**src/rtl/verify_uart_tx_if.sv**
```systemverilog
// Programmer-side handshake and host-side status of the verify UART transmitter.
interface verify_uart_tx_if;
  logic        rdy;
  logic        tx_block;
  logic [7:0]  bus_data;
  logic        tx;
  logic        tx_busy;
  logic [11:0] byte_count;
  logic        done;

  modport master (output rdy, tx_block, bus_data,
                  input  tx, tx_busy, byte_count, done);
  modport slave  (input  rdy, tx_block, bus_data,
                  output tx, tx_busy, byte_count, done);
endinterface

```
**src/rtl/verify_uart_tx.sv**
```systemverilog
// Captures one EPROM byte per programmer read request and sends it to the host as UART 8N1.
module verify_uart_tx #(
  parameter int CLK_FREQ      = 50000000,
  parameter int BAUD          = 115200,
  parameter int CLKS_PER_BIT  = CLK_FREQ / BAUD,
  parameter int SETTLE_CYCLES = 4,
  parameter int NUM_BYTES     = 2048
) (
  input  logic             clk,
  input  logic             rst,
  verify_uart_tx_if.slave  bus
);
  localparam int BW = $clog2(CLKS_PER_BIT + 1);
  localparam int SW = $clog2(SETTLE_CYCLES + 1);

  typedef enum logic [2:0] {IDLE, SETTLE, START, DATA, STOP, DONE} state_t;

  state_t      state;
  logic        arm;
  logic [SW-1:0] settle_cnt;
  logic [BW-1:0] baud_cnt;
  logic [2:0]  bit_idx;
  logic [7:0]  sr;
  logic        tx_q;
  logic        busy_q;
  logic [11:0] count_q;
  logic        done_q;

  wire bit_end = (baud_cnt == BW'(CLKS_PER_BIT - 1));

  assign bus.tx         = tx_q;
  assign bus.tx_busy    = busy_q;
  assign bus.byte_count = count_q;
  assign bus.done       = done_q;

  // tx is registered from the state, so the line lags the state by one cycle;
  // this gives the extra cycle between the sample edge and the start bit.
  always_ff @(posedge clk) begin
    if (rst) begin
      state      <= IDLE;
      arm        <= 1'b1;
      settle_cnt <= '0;
      baud_cnt   <= '0;
      bit_idx    <= '0;
      sr         <= '0;
      tx_q       <= 1'b1;
      busy_q     <= 1'b0;
      count_q    <= '0;
      done_q     <= 1'b0;
    end else begin
      // Re-arm whenever the request is withdrawn or inhibited, so one rdy = one frame.
      if (!bus.rdy || bus.tx_block) arm <= 1'b1;

      case (state)
        IDLE: begin
          tx_q   <= 1'b1;
          busy_q <= 1'b0;
          if (bus.rdy && !bus.tx_block && arm && !done_q) begin
            busy_q     <= 1'b1;
            arm        <= 1'b0;
            settle_cnt <= '0;
            state      <= SETTLE;
          end
        end
        SETTLE: begin
          if (settle_cnt == SW'(SETTLE_CYCLES - 1)) begin
            sr       <= bus.bus_data;
            baud_cnt <= '0;
            state    <= START;
          end else begin
            settle_cnt <= settle_cnt + 1'b1;
          end
        end
        START: begin
          tx_q <= 1'b0;
          if (bit_end) begin
            baud_cnt <= '0;
            bit_idx  <= '0;
            state    <= DATA;
          end else begin
            baud_cnt <= baud_cnt + 1'b1;
          end
        end
        DATA: begin
          tx_q <= sr[bit_idx];
          if (bit_end) begin
            baud_cnt <= '0;
            bit_idx  <= bit_idx + 1'b1;
            if (bit_idx == 3'd7) state <= STOP;
          end else begin
            baud_cnt <= baud_cnt + 1'b1;
          end
        end
        STOP: begin
          tx_q <= 1'b1;
          if (bit_end) begin
            baud_cnt <= '0;
            busy_q   <= 1'b0;
            count_q  <= count_q + 12'd1;
            if (count_q + 12'd1 == 12'(NUM_BYTES)) begin
              done_q <= 1'b1;
              state  <= DONE;
            end else begin
              state  <= IDLE;
            end
          end else begin
            baud_cnt <= baud_cnt + 1'b1;
          end
        end
        DONE: begin
          tx_q   <= 1'b1;
          busy_q <= 1'b0;
          done_q <= 1'b1;
        end
        default: state <= IDLE;
      endcase
    end
  end
endmodule

```
**src/flat_wrapper.sv**
```systemverilog
// flat-port wrapper written by rule: the top's interface ports become plain ports
module verify_uart_tx_flat 
#(
  parameter int CLK_FREQ      = 50000000,
  parameter int BAUD          = 115200,
  parameter int CLKS_PER_BIT  = CLK_FREQ / BAUD,
  parameter int SETTLE_CYCLES = 4,
  parameter int NUM_BYTES     = 2048
)
  (clk, rst, bus_rdy, bus_tx_block, bus_bus_data, bus_tx, bus_tx_busy, bus_byte_count, bus_done);
  verify_uart_tx_if bus_i ();
  input  logic clk;
  input  logic rst;
  input wire logic [$bits(bus_i.rdy)-1:0] bus_rdy;
  input wire logic [$bits(bus_i.tx_block)-1:0] bus_tx_block;
  input wire logic [$bits(bus_i.bus_data)-1:0] bus_bus_data;
  output wire logic [$bits(bus_i.tx)-1:0] bus_tx;
  output wire logic [$bits(bus_i.tx_busy)-1:0] bus_tx_busy;
  output wire logic [$bits(bus_i.byte_count)-1:0] bus_byte_count;
  output wire logic [$bits(bus_i.done)-1:0] bus_done;
  assign bus_i.rdy = bus_rdy;
  assign bus_i.tx_block = bus_tx_block;
  assign bus_i.bus_data = bus_bus_data;
  assign bus_tx = bus_i.tx;
  assign bus_tx_busy = bus_i.tx_busy;
  assign bus_byte_count = bus_i.byte_count;
  assign bus_done = bus_i.done;
  verify_uart_tx #(.CLK_FREQ(CLK_FREQ), .BAUD(BAUD), .CLKS_PER_BIT(CLKS_PER_BIT), .SETTLE_CYCLES(SETTLE_CYCLES), .NUM_BYTES(NUM_BYTES)) u_core (.clk(clk), .rst(rst), .bus(bus_i));
endmodule
```
**config.mk**
```make
export PLATFORM = sky130hd
export DESIGN_NAME = verify_uart_tx_flat
export DESIGN_NICKNAME = d
export VERILOG_FILES = /design/src/rtl/verify_uart_tx_if.sv /design/src/rtl/verify_uart_tx.sv /design/src/flat_wrapper.sv
export SDC_FILE = /design/constraint.sdc
export NUM_CORES = 1
export LEC_CHECK = 0
export CAP_MARGIN = 5
export CORE_UTILIZATION = 51
export DETAILED_ROUTE_END_ITERATION = 10
export DONT_BUFFER_PORTS = 1
export PLACE_DENSITY_LB_ADDON = 0.25
export RECOVER_POWER = 25
export SLEW_MARGIN = 0
export SYNTH_ARGS = -nofsm -noshare
export SYNTH_HDL_FRONTEND = slang
export SYNTH_SLANG_ARGS = --single-unit
```
**constraint.sdc**
```tcl
create_clock -name clk -period 2.4 [get_ports clk]
set_clock_uncertainty 0.1 [all_clocks]
set_input_delay 0.48 -clock clk [delete_from_list [all_inputs] [get_ports clk]]
set_output_delay 0.48 -clock clk [all_outputs]
set_load 0.02 [all_outputs]
```
Word-level counts from Yosys, hierarchy flattened
Index checks and enable logic that the tools add are counted.
Word-level totals
  bits in registers: 42
  input bits: 12
  output and inout port bits: 15
  word-level logic and storage cells: 86
Operators by class
  add/sub/neg operators: 4
  magnitude comparators: 1
  equal/unequal tests: 17
  muxes and demuxes: 29
  bitwise gates (word level): 1
  reduce and logical (&&, ||, !) cells: 24
Operator list (count)
  $mux W3: 11
  $mux W9: 2
  $pmux W3 S6: 1
  $pmux W9 S2: 1
  $ne A2 B1 Y1 const B: 7
  $add A12 B1 Y12 const B: 1
  $eq A12 B12 Y1 const B: 1
  $pmux W3 S2: 2
  $add A9 B1 Y9 const B: 1
  $eq A3 B2 Y1 const B: 3
  $eq A3 B3 Y1 const B: 3
  $eq A9 B9 Y1 const B: 1
  $reduce_and A3 Y1: 3
  $mux W1: 8
  $reduce_and A2 Y1: 4
  $reduce_bool A2 Y1: 4
  $reduce_and A7 Y1: 1
  $add A3 B1 Y3 const B: 2
  $pmux W1 S3: 2
  $reduce_bool A3 Y1: 2
  $reduce_or A3 Y1: 2
  $lt A3 B4 Y1 const B: 1
  $bmux W1 S3: 1
  $eq A3 B1 Y1 const B: 1
  7 further kinds: 11

Depth between registers and ports, before layout
Gate-level depths: netlist (run 1).
  word-level depth: 6
  gate-level depth with buffers: 8
  gate-level depth less buffers: 7

Least setup slack after synthesis (run 1)
OpenSTA, ideal clock, no wires.
  path type: reg-to-reg
  start: register u_core.count_q[0], in the netlist u_core.bus.byte_count[0]
  end: register u_core.done_q, in the netlist u_core.bus.done
  library setup time: 0.079 ns
  data arrival time: 1.942 ns
  data required time: 2.221 ns
  slack: 0.278 ns
  stages on the path, launching flop included: 7
  buffers on the path: 0
  period minus slack after synthesis: 2.122 ns
  cells stage by stage: dfxtp_1 -> ha_1 -> or4b_1 -> a211o_1 -> a221oi_2 -> nand3_1 -> a211oi_2
Between the ends
  word-level cells in the longest chain between the ends: 4
Ends and longest elaborated chain
  start: declaration: RTL line verify_uart_tx.sv:26  | logic [11:0] count_q;
  start signal: assignment: RTL line verify_uart_tx.sv:99  | count_q <= count_q + 12'd1;
  $add A12 B1 Y12: RTL line verify_uart_tx.sv:100  | if (count_q + 12'd1 == 12'(NUM_BYTES)) begin
  $eq A12 B12 Y1: RTL line verify_uart_tx.sv:100
  $ne A2 B1 Y1 (no line)
  $reduce_and A3 Y1 (no line)
  end signal: assignment: RTL line verify_uart_tx.sv:49  | done_q <= 1'b0;
  end signal: assignment: RTL line verify_uart_tx.sv:101  | done_q <= 1'b1;
  end signal: assignment: RTL line verify_uart_tx.sv:113  | done_q <= 1'b1;
  end: declaration: RTL line verify_uart_tx.sv:27  | logic done_q;
No other way between the ends.
A chain may end at the register's enable or synchronous reset.

Worst setup path after layout (run 1)
  start: register u_core.count_q[5], in the netlist u_core.bus.byte_count[5]
  end: register u_core.done_q, in the netlist u_core.bus.done
The elaborated chain is that of the path after synthesis.

==> results of run 1 <==
[layout make-up]
type / count / area share
tap: 50 / 0.02599
clock buffer: 6 / 0.03015
multi-input combinational: 200 / 0.5421
timing repair buffer: 14 / 0.03586
clock inverter: 2 / 0.005717
inverter: 7 / 0.01091
sequential: 42 / 0.3493
[state kept, by name (all words and copies together) (netlist names)]
name	cells
u_core.bus.byte_count	12
u_core.baud_cnt	9
u_core.sr	8
u_core.bit_idx	3
u_core.settle_cnt	3
u_core.state	3
u_core.arm	1
u_core.bus.done	1
u_core.bus.tx	1
u_core.bus.tx_busy	1
[worst paths after layout]
kind                                             end  slack [ns]  depth (start not counted)
worst max-delay path                 u_core.bus.done        0.30                          6
worst min-delay path                    u_core.sr[3]        0.14                          1
worst max register to register       u_core.bus.done        0.30                          6
worst min register to register  u_core.settle_cnt[1]        0.36                          2
[power groups by stage]
| stage | registers, W | logic (W) | clock network (W) |
|---|---|---|---|
| final | 0.000709 | 0.0000403 | 0.000449 |
| after detailed placement | 0.000725 | 0.0000394 | 0 |
| after global placement | 0.000725 | 0.0000388 | 0 |
| after floorplan | 0.000720 | 0.0000419 | 0 |
| after global routing | 0.000710 | 0.0000456 | 0.000483 |
| after CTS | 0.000709 | 0.0000396 | 0.000458 |
[through the flow]
| step | hold WS, ns | instance area (um2) | util | power, W |
|---|---|---|---|---|
| final | 0.1385 | 2407 | 0.5850 | 0.001198 |
| after global routing | 0.1226 | 2407 | 0.5850 | 0.001238 |
| after CTS | 0.1298 | 2426 | 0.5895 | 0.001206 |
| after detailed placement | 0.3473 | 2340 | 0.5686 | 0.0007646 |
| after global placement | 0.3394 | 2340 | 0.5686 | 0.0007641 |
| after floorplan | 0.3308 | 2236 | - | 0.0007621 |
[layer usage]
metal  part of all wire  global-route usage  vias to the layer above
li1                   -                   -                      949
met1               0.50              0.2910                      872
met2               0.44              0.3468                       36
met3              0.046             0.04500                        7
met4              0.015             0.09635                        0
met5                  0                   0                        -
[cells in the mapped netlist, types with 2 or more instances]
cell / count
nand3_1: 10
mux2i_1: 11
ha_1: 7
and4_1: 2
a211oi_1: 3
dfxtp_1: 42
o21ai_0: 12
and2_1: 3
or3_1: 4
nor2_1: 38
and3_1: 5
buf_2: 3
nand2b_1: 2
xnor2_1: 9
xor2_1: 7
a21oi_1: 16
nor3_1: 8
inv_1: 7
or4_1: 2
nand4_1: 10
mux4_2: 2
nand2_1: 19
clkbuf_1: 9
o31ai_1: 3
a21o_1: 3
a211o_1: 2
[cell usage in the layout (no fill, tap or decap), drive strengths merged, types with 8 or more instances in the layout]
| master | Yosys | final |
|---|---|---|
| a21oi | 16 | 16 |
| buf | 5 | 9 |
| clkbuf | 9 | 11 |
| dfxtp | 42 | 42 |
| mux2i | 11 | 11 |
| nand2 | 19 | 19 |
| nand3 | 10 | 10 |
| nand4 | 11 | 11 |
| nor2 | 38 | 38 |
| nor3 | 8 | 8 |
| o21ai | 13 | 13 |
| xnor2 | 9 | 9 |
[worst reg2reg max path: stages (launching register included)]
cell and delay, ns:
dfxtp_1 0.43, clkbuf_1 0.31, and4_1 0.32, nand3_1 0.20, o31ai_2 0.32, nand3_1 0.16, a211oi_2 0.19
[logic make-up (layout without fill, tap and decap cells)]
kind of cell / after synthesis / count (layout) / share of synthesized area
AO/OA/AOI/OAI: 50 / 50 / 0.1449
XOR/XNOR: 16 / 16 / 0.06268
adder cells (fa/ha/maj): 7 / 7 / 0.03917
buffers and inverters: 21 / 29 / 0.04029
flip-flops: 42 / 42 / 0.3761
multiplexers: 14 / 14 / 0.07443
AND/OR/NAND/NOR: 113 / 113 / 0.2625
==> results.cfg, run 1 <==
[run_status]
status = completed

[placed_design]
place_inst = 313
numPortBuffers = 0
gp_congestion = 0.8130
place_ws_ns = 0.3887
dp.final_hpwl_um = 3232

[yosys]
ys_ff_latch = 42
synth_top_area_cell = dfxtp_1
synthTopCellsByArea = dfxtp_1, nor2_1, mux2i_1, ha_1, a21oi_1
synthCells = 263
yosys_warnings = 0
syn_area_per_cell_um2 = 8.501
syn_area_mm2 = 0.002236
synth_cell_types = 50
synthArstFlopShare = 0
ys_seq_area_frac = 0.3760
synth_top_area_frac = 0.3760
synth_edf_count = 0
syn_nets = 282
synthFlopType = dfxtp_1

[critical_path]
cp-end-kind = flip-flop
critical_path_class = flip-flop to flip-flop
crit_required_ns = 2.53
critPathMaxStageDelay_ns = 0.43
path_cells = clkbuf_1 -> and4_1 -> nand3_1 -> o31ai_2 -> nand3_1 -> a211oi_2
path_buf_inv = 1
startpoint = u_core.bus.byte_count[5]
cp_max_fo = 5
r2r-start = u_core.bus.byte_count[5]
path_common_cell = nand3_1
cp.arrival_ns = 2.23
slowest_stage = dfxtp_1
cp-start-kind = flip-flop
cp_top_family = simple AND/OR/NAND/NOR gates

[finish]
fillCellCount = 388
multi_input_area_mm2 = 0.001305
diodes = 0
final_cells = 321
layout.nets = 289
drive_above_1_share = 0.09963
seq_area_um2 = 840.8
syn2layout_area_growth_pct = 7.667

[drt]
vias_per_cell = 5.807
drc = 0
drt_iter0_drc = 121
vias = 1864
post_drt_wl_per_cell_um = 14.50
ant_nets = 0
drt-pass1-iter-count = 4
wl_um = 4653

[global_route]
grt_pass1_wl_um = 7603
overflow = 0
antenna_found_initial = 0
grt_max_degree = 37
grtUsageTotal = 0.2209
first_global_vias = 1733

[timing]
tns_ns = 0
grt_setup_unrepaired = false
tightestPinTransition_ns = 0.5247
slew_viol_final = 0
max_slew_margin = 0.6502
clock.fmax_ghz = 0.4753
finalSetupViolCount = 0
period_share = 0.8766
finalHoldViolCount = 0
final.min_clock_period_ns = 2.104
worst_slack_ns = 0.2961

[pwr]
power_density_mw_per_mm2 = 497.6
power_frac_comb = 0.034
p_switching_w = 0.0002740
clockPowerShare = 0.375
leakage_nw = 0.8885
internal_power_w = 0.0009238
irDropWorstVdd_uv = 343.6
pwr-share-seq = 0.592
power_switching_share = 0.2287

[clocking]
cts_root_buffer = clkbuf_8
ctsHoldBuffers = 0
cts_tree = done
clock_sinks = 42
cts_resized = 0
numCtsBuffers = 5
ctsLongestPathBuffers = 2
path_clk_slew_ns = 0.08
worstSkewPairLatency_ns = 0.30
post-cts-setup-buffers = 0
cts_max_level = 2

[die]
ioPinCount = 27
dieArea_mm2 = 0.004653
die_x_um = 68.21
rows = 23
core_mm2 = 0.004115
initial_core_util = 0.5433
die_y_um = 68.21

[hold_path]
hold_path.class = primary input to flip-flop
worstHoldStart = rst

[flow_run]
cap_violations = 0
No activity file was read; power rests on OpenSTA's default activity.
==> inputs of run 2 (changes only) <==
Clock period 2.4 ns to 2.5 ns, I/O delays scaled along.
==> results.cfg, run 2 (synthesis results as in run 1) <==
[clocking]
cts_max_level = 2
path_clk_slew_ns = 0.08
clock_sinks = 42
ctsHoldBuffers = 0
worstSkewPairLatency_ns = 0.30
cts_tree = done
cts_root_buffer = clkbuf_8
post-cts-setup-buffers = 0
cts_resized = 0
ctsLongestPathBuffers = 2
numCtsBuffers = 5

[drt]
drt_iter0_drc = 102
vias_per_cell = 5.857
drc = 0
post_drt_wl_per_cell_um = 14.36
drt-pass1-iter-count = 4
vias = 1845
wl_um = 4524
ant_nets = 0

[placed_design]
gp_congestion = 0.8703
dpl_cell_area_mm2 = 0.002295
dp.final_hpwl_um = 3202
numPortBuffers = 0

[timing]
final.min_clock_period_ns = 2.170
slew_viol_final = 0
period_share = 0.8681
max_slew_margin = 0.5834
grt_setup_unrepaired = false
tns_ns = 0
clock.fmax_ghz = 0.4608
tightestPinTransition_ns = 0.6240
finalHoldViolCount = 0
finalSetupViolCount = 0

[die]
dieArea_mm2 = 0.004653
rows = 23
core_mm2 = 0.004115
die_x_um = 68.21
ioPinCount = 27
die_y_um = 68.21
initial_core_util = 0.5433

[pwr]
power_density_mw_per_mm2 = 484.8
irDropWorstVdd_uv = 330.6
total_power_w = 0.001147
leakage_nw = 0.8613

[critical_path]
cp-start-kind = flip-flop
path_cells = clkbuf_1 -> nand4_1 -> or4_4 -> a221oi_2 -> nand3_1 -> a211oi_2
cp.arrival_ns = 2.30
cp_max_fo = 5
cp-end-kind = flip-flop
critPathMaxStageDelay_ns = 0.47
slowest_stage = or4_4
crit_required_ns = 2.63
critical_path_class = flip-flop to flip-flop

[finish]
final_cell_mix = dfxtp_1, nor2_1, nand2_1
stdcell_area_mm2 = 0.002366
largest_reg_flops = 12
diodes = 0
layout.nets = 283
syn2layout_area_growth_pct = 5.820
layout_commonest_cell = dfxtp_1
drive_above_1_share = 0.08302

[global_route]
grt_pass1_wl_um = 7341
antenna_found_initial = 0
grt_max_degree = 37
overflow = 0
grtUsageTotal = 0.2154
first_global_vias = 1672

[hold_path]
hold_path.class = primary input to flip-flop

[flow_run]
cap_violations = 0

[run_status]
status = completed
==> run 2: cell count changes in the layout (fill, tap and decap cells not counted), sizes merged <==
cell | before | now
clkbuf | 11 | 10
buf | 9 | 4
==> run 2: per-stage QoR <==
step           instances  setup slack (ns)  hold WS [ns]    util
2_1_floorplan        263            0.3782        0.3308       -
3_3_place_gp         307            0.4006        0.3422  0.5576
3_5_place_dp         307            0.3733        0.3463  0.5576
4_1_cts              315            0.3365        0.1461  0.5786
5_1_grt              315            0.1578        0.1344  0.5749
6_report             315            0.3298        0.1615  0.5749
==> run 2: final cells by class <==
class,instances,area (um2)
inverter,7,26.28
fill,396,1749
clock inverter,2,13.76
sequential,42,840.8
timing repair buffer,8,45.04
tap,50,62.56
multi-input combinational,200,1305
clock buffer,6,72.57
==> run 2: final timing paths <==
check | slack [ns] | depth (start not counted) | to | startpoint
setup / recovery | 0.33 | 6 | u_core.bus.done | u_core.bus.byte_count[10]
hold / removal | 0.16 | 1 | u_core.sr[3] | rst
setup reg to reg | 0.33 | 6 | u_core.bus.done | u_core.bus.byte_count[10]
hold reg to reg | 0.36 | 2 | u_core.arm | u_core.arm
==> run 2: power breakdown <==
group          leakage, nW  switching (W)  internal [W]
logic                0.477      0.0000177     0.0000141
clock network       0.0452       0.000235      0.000197
registers            0.339      0.0000106      0.000672
total                0.861       0.000263      0.000884
==> run 2: per-layer routing <==
layer	track usage	vias up	wire length, um
met5	0	-	0
met1	0.2714	852	2198
met2	0.3272	47	2024
met3	0.07333	7	235
li1	-	939	-
met4	0.1016	0	66
==> run 2: critical path, delay by kind of cell, from the launching register on <==
kind / cells / cell delay (ns)
simple gates: 3 / 0.86
flops: 1 / 0.31
compound gates: 2 / 0.46
buf+inv: 1 / 0.38
==> inputs of run 3 (changes only) <==
Settings changed: SLEW_MARGIN 0 to not set.
Clock period 2.5 ns to 1.8 ns, I/O delays scaled along.
==> results.cfg, run 3 (synthesis results as in run 1) <==
[run_status]
status = finished with violations
violations = negative setup slack

[global_route]
grt_pass1_wl_um = 8466
first_global_vias = 1881
grt_max_degree = 37
grtUsageTotal = 0.2414
antenna_found_initial = 0
overflow = 0

[die]
dieArea_mm2 = 0.004653
die_x_um = 68.21
die_y_um = 68.21
rows = 23
initial_core_util = 0.5433
core_mm2 = 0.004115
ioPinCount = 27

[hold_path]
hold_depth = 1
hold_path.class = primary input to flip-flop
worstHoldStart = rst
hold_end = u_core.bus.done

[clocking]
cts_tree = done
numCtsBuffers = 5
worstSkewPairLatency_ns = 0.29
cts_root_buffer = clkbuf_8
path_clk_slew_ns = 0.08
clock_sinks = 42
cts_max_level = 2
ctsLongestPathBuffers = 2

[drt]
ant_nets = 0
drt-pass1-iter-count = 4
drt_iter0_drc = 94
wl_met3_um = 282
top_layer = met4
met2WireLength_um = 2498
wl_met1_um = 2387
vias_per_cell = 5.802
wl_um = 5237
post_drt_wl_per_cell_um = 14.84
vias = 2048
drc = 0

[finish]
diodes = 0
stdcell_area_mm2 = 0.002779
fillCellCount = 358
layout.nets = 321
postLayoutCoreUtil = 0.6753
layout_commonest_cell = buf_4
drive_above_1_share = 0.2739
syn2layout_area_growth_pct = 24.29
final_cell_mix = buf_4, nor2_1, dfxtp_1
largest_reg_flops = 12

[pwr]
total_power_w = 0.001695
leakage_nw = 1.069
power_density_mw_per_mm2 = 609.9
irDropWorstVdd_uv = 629.1

[critical_path]
cp_max_fo = 2
r2r-start = u_core.bus.byte_count[0]
rr_worst_depth = 7
critical_path_class = flip-flop to flip-flop
reg2reg_slack_ns = -0.28
critPathMaxStageDelay_ns = 0.48
path_cells = ha_4 -> or4b_4 -> a211o_1 -> buf_4 -> a221oi_2 -> nand4_1 -> nand3_1
cp.arrival_ns = 2.21
cp-start-kind = flip-flop
cp-end-kind = flip-flop
r2r_end = u_core.state[2]
path_buf_inv = 1
slowest_stage = or4b_4
cp_top_family = simple AND/OR/NAND/NOR gates
crit_required_ns = 1.93

[timing]
hold-worst-slack_ns = 0.02481
finalHoldViolCount = 0
tns_ns = -0.7131
worst_slack_ns = -0.2756
tightestPinTransition_ns = 0.4932
max_slew_margin = 0.6712
grt_setup_unrepaired = true
finalSetupViolCount = 3
slew_viol_final = 0
clock.fmax_ghz = 0.4818
final.min_clock_period_ns = 2.076
period_share = 1.153

[placed_design]
dpl_cell_area_mm2 = 0.002616
gp_congestion = 0.8765
numPortBuffers = 0
dp.final_hpwl_um = 3656

[flow_run]
cap_violations = 0
==> run 3: timing repair <==
item / CTS / global route
setup endpoints to repair: 4 / 25
buffers inserted: 2 / 1
resized for setup: 3 / 14
cloned: 0 / 0
hold buffers: 0 / 0
pin swaps: 4 / 2
==> run 3: how the worst max path moves through the flow <==
stage | start | to | slack (ns) | depth (start not counted)
3_3_place_gp | u_core.bus.byte_count[0] | u_core.bus.done | -0.16 | 6
2_1_floorplan | u_core.bus.byte_count[0] | u_core.bus.done | -0.16 | 6
5_1_grt | u_core.bus.byte_count[0] | u_core.bus.done | -0.36 | 6
6_report | u_core.bus.byte_count[0] | u_core.state[2] | -0.28 | 7
4_1_cts | u_core.bus.byte_count[0] | u_core.bus.done | -0.23 | 6
3_5_place_dp | u_core.bus.byte_count[0] | u_core.bus.done | -0.19 | 6
==> run 3: per-stage QoR <==
step | worst slack (ns) | std cells
2_1_floorplan | -0.1607 | 263
3_3_place_gp | -0.1573 | 342
3_5_place_dp | -0.1939 | 342
4_1_cts | -0.2284 | 352
5_1_grt | -0.3631 | 353
6_report | -0.2756 | 353
==> run 3: area by class of cell <==
class / instances / area [um2] / area share
well taps: 50 / 62.56 / 0.02251
clock buffers: 6 / 93.84 / 0.03377
flip-flops and latches: 42 / 853.3 / 0.3071
multi-input cells: 200 / 1386 / 0.4989
repair buffers: 46 / 346.6 / 0.1247
clock inverters: 2 / 10.01 / 0.003602
inverters: 7 / 26.28 / 0.009455
==> run 3: report_power, final <==
part | total, W | internal (W) | switching (W)
Clock | 0.000684 | 0.000353 | 0.000331
Sequential | 0.000943 | 0.000931 | 0.0000122
Combinational | 0.0000677 | 0.0000350 | 0.0000327
Total | 0.00169 | 0.00132 | 0.000376
==> run 3: layer usage <==
metal  vias up  track usage
met5         -            0
met4         0      0.08073
met3         9      0.04500
met2        58       0.4007
met1       965       0.3119
li1       1016            -
